==> src/rtl/psx_state_arbiter.sv <==
// psx_state_arbiter: shares the controller-state RAM write port between two
// burst requesters. One burst is granted at a time, round-robin on ties;
// accepted bytes become RAM writes with an auto-incrementing address.
//
//   state  | meaning
//   IDLE   | no owner; choose a requester and latch its start/len
//   STREAM | owner streams bytes; ends on last beat, request drop or timeout
module psx_state_arbiter #(
  parameter int ADDR_BITS    = 5,
  parameter int DATA_BITS    = 8,
  parameter int TIMEOUT_BITS = 16
) (
  input  logic                 clk,
  input  logic                 reset,
  input  logic                 req0,
  input  logic [ADDR_BITS-1:0] start0,
  input  logic [ADDR_BITS-1:0] len0,
  input  logic [DATA_BITS-1:0] data0,
  input  logic                 valid0,
  output logic                 ready0,
  output logic                 done0,
  input  logic                 req1,
  input  logic [ADDR_BITS-1:0] start1,
  input  logic [ADDR_BITS-1:0] len1,
  input  logic [DATA_BITS-1:0] data1,
  input  logic                 valid1,
  output logic                 ready1,
  output logic                 done1,
  output logic                 err,
  output logic [1:0]           grant,
  output logic [ADDR_BITS-1:0] write_addr,
  output logic [DATA_BITS-1:0] write_data,
  output logic                 write_en
);

  typedef enum logic {IDLE = 1'b0, STREAM = 1'b1} state_t;

  state_t                state;
  logic [ADDR_BITS-1:0]  addr_ptr;
  logic [ADDR_BITS-1:0]  remaining;
  logic [TIMEOUT_BITS-1:0] timer;
  logic                  owner;       // requester currently (or last) granted
  logic                  last_owner;  // requester that won the previous grant

  logic                  pick;
  logic [ADDR_BITS-1:0]  pick_start;
  logic [ADDR_BITS-1:0]  pick_len;
  logic                  own_req;
  logic                  own_valid;
  logic [DATA_BITS-1:0]  own_data;
  logic                  beat;
  logic                  last_beat;
  logic                  timed_out;

  // Requester selection in IDLE and owner-side input muxing in STREAM.
  always_comb begin
    pick       = (req0 && req1) ? ~last_owner : req1;
    pick_start = pick ? start1 : start0;
    pick_len   = pick ? len1 : len0;
    own_req    = owner ? req1 : req0;
    own_valid  = owner ? valid1 : valid0;
    own_data   = owner ? data1 : data0;
    beat       = (state == STREAM) && own_valid;
    last_beat  = (remaining == ADDR_BITS'(1));
    timed_out  = (timer == '0);
  end

  assign ready0 = (state == STREAM) && grant[0];
  assign ready1 = (state == STREAM) && grant[1];

  // Grant/stream FSM with registered RAM-write, done and err outputs.
  always_ff @(posedge clk) begin
    if (reset) begin
      state      <= IDLE;
      grant      <= '0;
      done0      <= 1'b0;
      done1      <= 1'b0;
      err        <= 1'b0;
      write_en   <= 1'b0;
      write_addr <= '0;
      write_data <= '0;
      addr_ptr   <= '0;
      remaining  <= '0;
      timer      <= '0;
      owner      <= 1'b0;
      last_owner <= 1'b1;
    end else begin
      done0    <= 1'b0;
      done1    <= 1'b0;
      err      <= 1'b0;
      write_en <= 1'b0;
      case (state)
        IDLE: begin
          if (req0 || req1) begin
            owner      <= pick;
            last_owner <= pick;
            addr_ptr   <= pick_start;
            remaining  <= pick_len;
            timer      <= '1;
            if (pick_len == '0) begin
              // empty burst completes immediately without touching the RAM
              done0 <= ~pick;
              done1 <= pick;
            end else begin
              state <= STREAM;
              grant <= pick ? 2'b10 : 2'b01;
            end
          end
        end
        STREAM: begin
          if (beat) begin
            write_en   <= 1'b1;
            write_addr <= addr_ptr;
            write_data <= own_data;
            addr_ptr   <= addr_ptr + ADDR_BITS'(1);
            remaining  <= remaining - ADDR_BITS'(1);
            timer      <= '1;
          end else if (!timed_out) begin
            timer <= timer - TIMEOUT_BITS'(1);
          end
          // a beat that completes the burst takes precedence over a request drop
          if ((beat && last_beat) || !own_req || (!beat && timed_out)) begin
            state <= IDLE;
            grant <= '0;
            done0 <= ~owner;
            done1 <= owner;
            err   <= !(beat && last_beat);
          end
        end
        default: state <= IDLE;
      endcase
    end
  end

endmodule
==> config.mk <==
export PLATFORM = sky130hd
export DESIGN_NAME = psx_state_arbiter
export DESIGN_NICKNAME = d
export VERILOG_FILES = /design/src/rtl/psx_state_arbiter.sv
export SDC_FILE = /design/constraint.sdc
export NUM_CORES = 1
export LEC_CHECK = 0
export ABC_AREA = 0
export CAP_MARGIN = 10
export CORE_ASPECT_RATIO = 0.6
export CORE_MARGIN = 1
export CORE_UTILIZATION = 42
export DETAILED_ROUTE_END_ITERATION = 16
export GPL_ROUTABILITY_DRIVEN = 0
export PLACE_DENSITY_LB_ADDON = 0.3
export SLEW_MARGIN = 20
export SYNTH_ARGS = -nofsm -noshare
export SYNTH_HDL_FRONTEND = slang
export SYNTH_SLANG_ARGS = --single-unit
==> constraint.sdc <==
create_clock -name clk -period 2.5 [get_ports clk]
set_input_delay 0.5 -clock clk [delete_from_list [all_inputs] [get_ports clk]]
set_output_delay 0.5 -clock clk [all_outputs]
set_load 0.01 [all_outputs]
==> impl_results.md <==
- Status: completed
- Reg clk slew, reported paths: 0.08 ns
- Worst EP required: 2.00 ns
- Average wire per standard cell: 14.0 µm
- Htree depth: 2
- Warnings, synthesis: 0
- N_diodes: 0
- Max Cap Viol: 0
- Port Buffers: 62
- Max Slew Vio Count: 0
- I/O Pins: 63
- Die Y: 61.0 µm
- CP max FO: 11
- CTS Root Cell: clkbuf_8
- FF-to-FF path depth: 7
- Area Overhead vs Synth: 34.7%
- Rows: 21
- Dpl ws: 0.170 ns
- CTS resizes: 0
- Yosys reg bits: 48
- Clock Skews: 0.00290 ns
- Share of cells above drive strength 1: 8.91%
- RSZ-0062 raised after global routing: false
- Worst slew pin tran: 0.565 ns
- Largest net degree at the start of global routing: 34
- Sink Count: 48
- First-pass GRT wire length: 10500 µm
- Buf/Inv on CP: 1
- Postcts setup bufs: 0
- HP Start: write_addr[2]$_SDFFE_PP0P_
- CP delay by family, top: flip-flops
- Post-synthesis cell type count: 44
- Critical Path Start Type: register
- Fin nets: 405
- Final hold violation count: 0
- Initial DRC Count: 97
- GR Util met1: 31.4%
- Cell area after synthesis: 2440 µm²
- Worst path max stage delay: 0.55 ns
- Initial Util: 43.6%
- Vias per Instance: 5.28
- CP Class: reg2out
- Total negative slack: 0 ns
- Post-DRT Antenna Nets: 0
- Worst VDD drop: 0.271 mV
- Seq/Total Area, Yosys: 39.4%
- Internal reg-to-reg setup slack: 0.51 ns
- Met3 GRT Util: 4.20%
- Gr usage total: 22.1%
- Fmax: 487 MHz
- TritonCTS Buffers: 5
- CTS tree: yes
- First-pass detailed-route iteration total: 4
- WHS Endpoint: write_addr[2]$_SDFFE_PP0P_
- PnR worst setup slack: 0.445 ns
- # setup viols final: 0
- Total leakage power: 1.19 nW
- Crit. End Element: output pin
- Synth Flop Type: dfxtp_1
- Finished Layout Cells: 439
- Drt drc: 0
- Most common cell after layout, fill and taps aside: clkdlybuf4s50_1
- DP HPWL: 4630 µm
- Critical Path, Cell by Cell: and2_1, clkdlybuf4s50_1
- Die area: 6130 µm²
- Most frequent cells in the layout: clkdlybuf4s50_1, dfxtp_1, nand2_1, nor2_1, a21oi_1
- Post-Syn Instances: 292
- Die W: 100 µm
- Post-synth EDFFs: 0
- # hold bufs at CTS: 0
- Placed Cells: 432
- Reg2reg end: timer[8]$_SDFFE_PP0P_
- Clock Path Buffers: 2
- Syn Area/Cell: 8.36 µm²
- Placeable Area: 5600 µm²
- Post-Route WL: 6140 µm
- CP max stage cell: dfxtp_1
- Clk Latency, worst-skew pair: 0.30 ns
- Async S/R FF share, synth: 0%
- GR peak layer: met2
- Synth Net Count: 338
- Worst endpoint data arrival time: 1.56 ns
- Fin crit share: 82.2%
- Vias in the first global route: 2210
- Cell Pwr Density: 548 nW/µm²
- Worst flop-to-flop path startpoint: timer[1]$_SDFFE_PP0P_
- Slew headroom: 62.0%
- Initial antenna violation count: 0
- Via Count: 2318
- Hold/Removal Path Class: reg2reg
- Final min period: 2.06 ns
- Core Util, Final: 58.7%
- Grt met2 use: 34.6%
- Hold Path Cell Cnt: 2
- Total gr overflow: 0
## flip-flops by register name (all words and copies together), names as in the netlist
signal / count
last_owner: 1
done1: 1
write_data: 8
grant: 2
state: 1
done0: 1
remaining: 5
addr_ptr: 5
owner: 1
timer: 16
write_addr: 5
write_en: 1
err: 1
## stage by stage
stage	hold WS, ns	total power [mW]	instance area, µm²
after global placement	0.448	1.36	3210
after CTS	0.470	1.81	3290
final	0.468	1.80	3290
after detailed placement	0.455	1.37	3210
after floorplan	0.440	1.17	2440
after global routing	0.484	1.90	3290
## cells by family (layout without fill, tap and decap cells)
family                     after synthesis  count (layout)  synth area share [%]
AOI/OAI and AO/OA                       70              70                  18.5
xor gates and xnor gates                14              14                  5.03
adders and majority gates                4               4                  2.05
buffers and inverters                   24              91                  3.90
DFF                                     48              48                  39.4
muxes                                   22              22                  9.18
and+or+nand+nor                        110             110                  22.0
## power breakdown
group	leakage [nW]	internal (mW)	switching [mW]
Combinational	0.748	0.238	0.221
Sequential	0.398	0.833	0.0664
Clock	0.0410	0.191	0.250
Total	1.19	1.26	0.538
## metal layers
layer | share of wire (%) | wire [µm]
met1 | 55 | 3360
met2 | 39 | 2390
met3 | 5.3 | 328
met4 | 1.0 | 62
met5 | 0 | 0
## tightest hold or removal path: stages (launching register included)
cell     delay [ns]
dfxtp_1        0.32
nand2_1        0.05
a21oi_1        0.05
## synthesized netlist by cell type, types with 4 or more instances
cell | instances | area share (%)
dfxtp_1 | 48 | 39
nand2_1 | 37 | 5.7
nor2_1 | 32 | 4.9
a21oi_1 | 27 | 5.5
mux2i_1 | 19 | 7.8
a211oi_1 | 11 | 3.4
clkbuf_1 | 11 | 1.7
nor3_1 | 10 | 2.1
o21ai_0 | 7 | 1.4
xnor2_1 | 7 | 2.5
xor2_1 | 7 | 2.5
inv_1 | 6 | 0.92
nand4_1 | 6 | 1.5
o22ai_1 | 5 | 1.3
a22oi_1 | 4 | 1.2
a31oi_1 | 4 | 1.0
buf_2 | 4 | 0.82
ha_1 | 4 | 2.1
## layout make-up
cell class                      instances  area, µm²
Timing Repair Buffer                   78        741
Tap cell                               80        100
Clock inverter                          1       5.00
Multi-Input combinational cell        220       1380
Fill cell                             497       2310
Clock buffer                            6       72.6
Sequential cell                        48        961
Inverter                                6       22.5
## how the worst max path moves through the flow
stage | start | endpoint | slack, ns | cells after the start
floorplan | timer[0]$_SDFFE_PP0P_ | timer[8]$_SDFFE_PP0P_ | 0.67 | 7
global placement | req0 | timer[8]$_SDFFE_PP0P_ | 0.22 | 6
detailed placement | req0 | timer[8]$_SDFFE_PP0P_ | 0.17 | 6
CTS | state$_SDFF_PP0_ | ready0 | 0.45 | 2
global route | timer[0]$_SDFFE_PP0P_ | timer[14]$_SDFFE_PP0P_ | 0.33 | 7
finish | state$_SDFF_PP0_ | ready0 | 0.44 | 2
(Power assumes the default switching activity.)
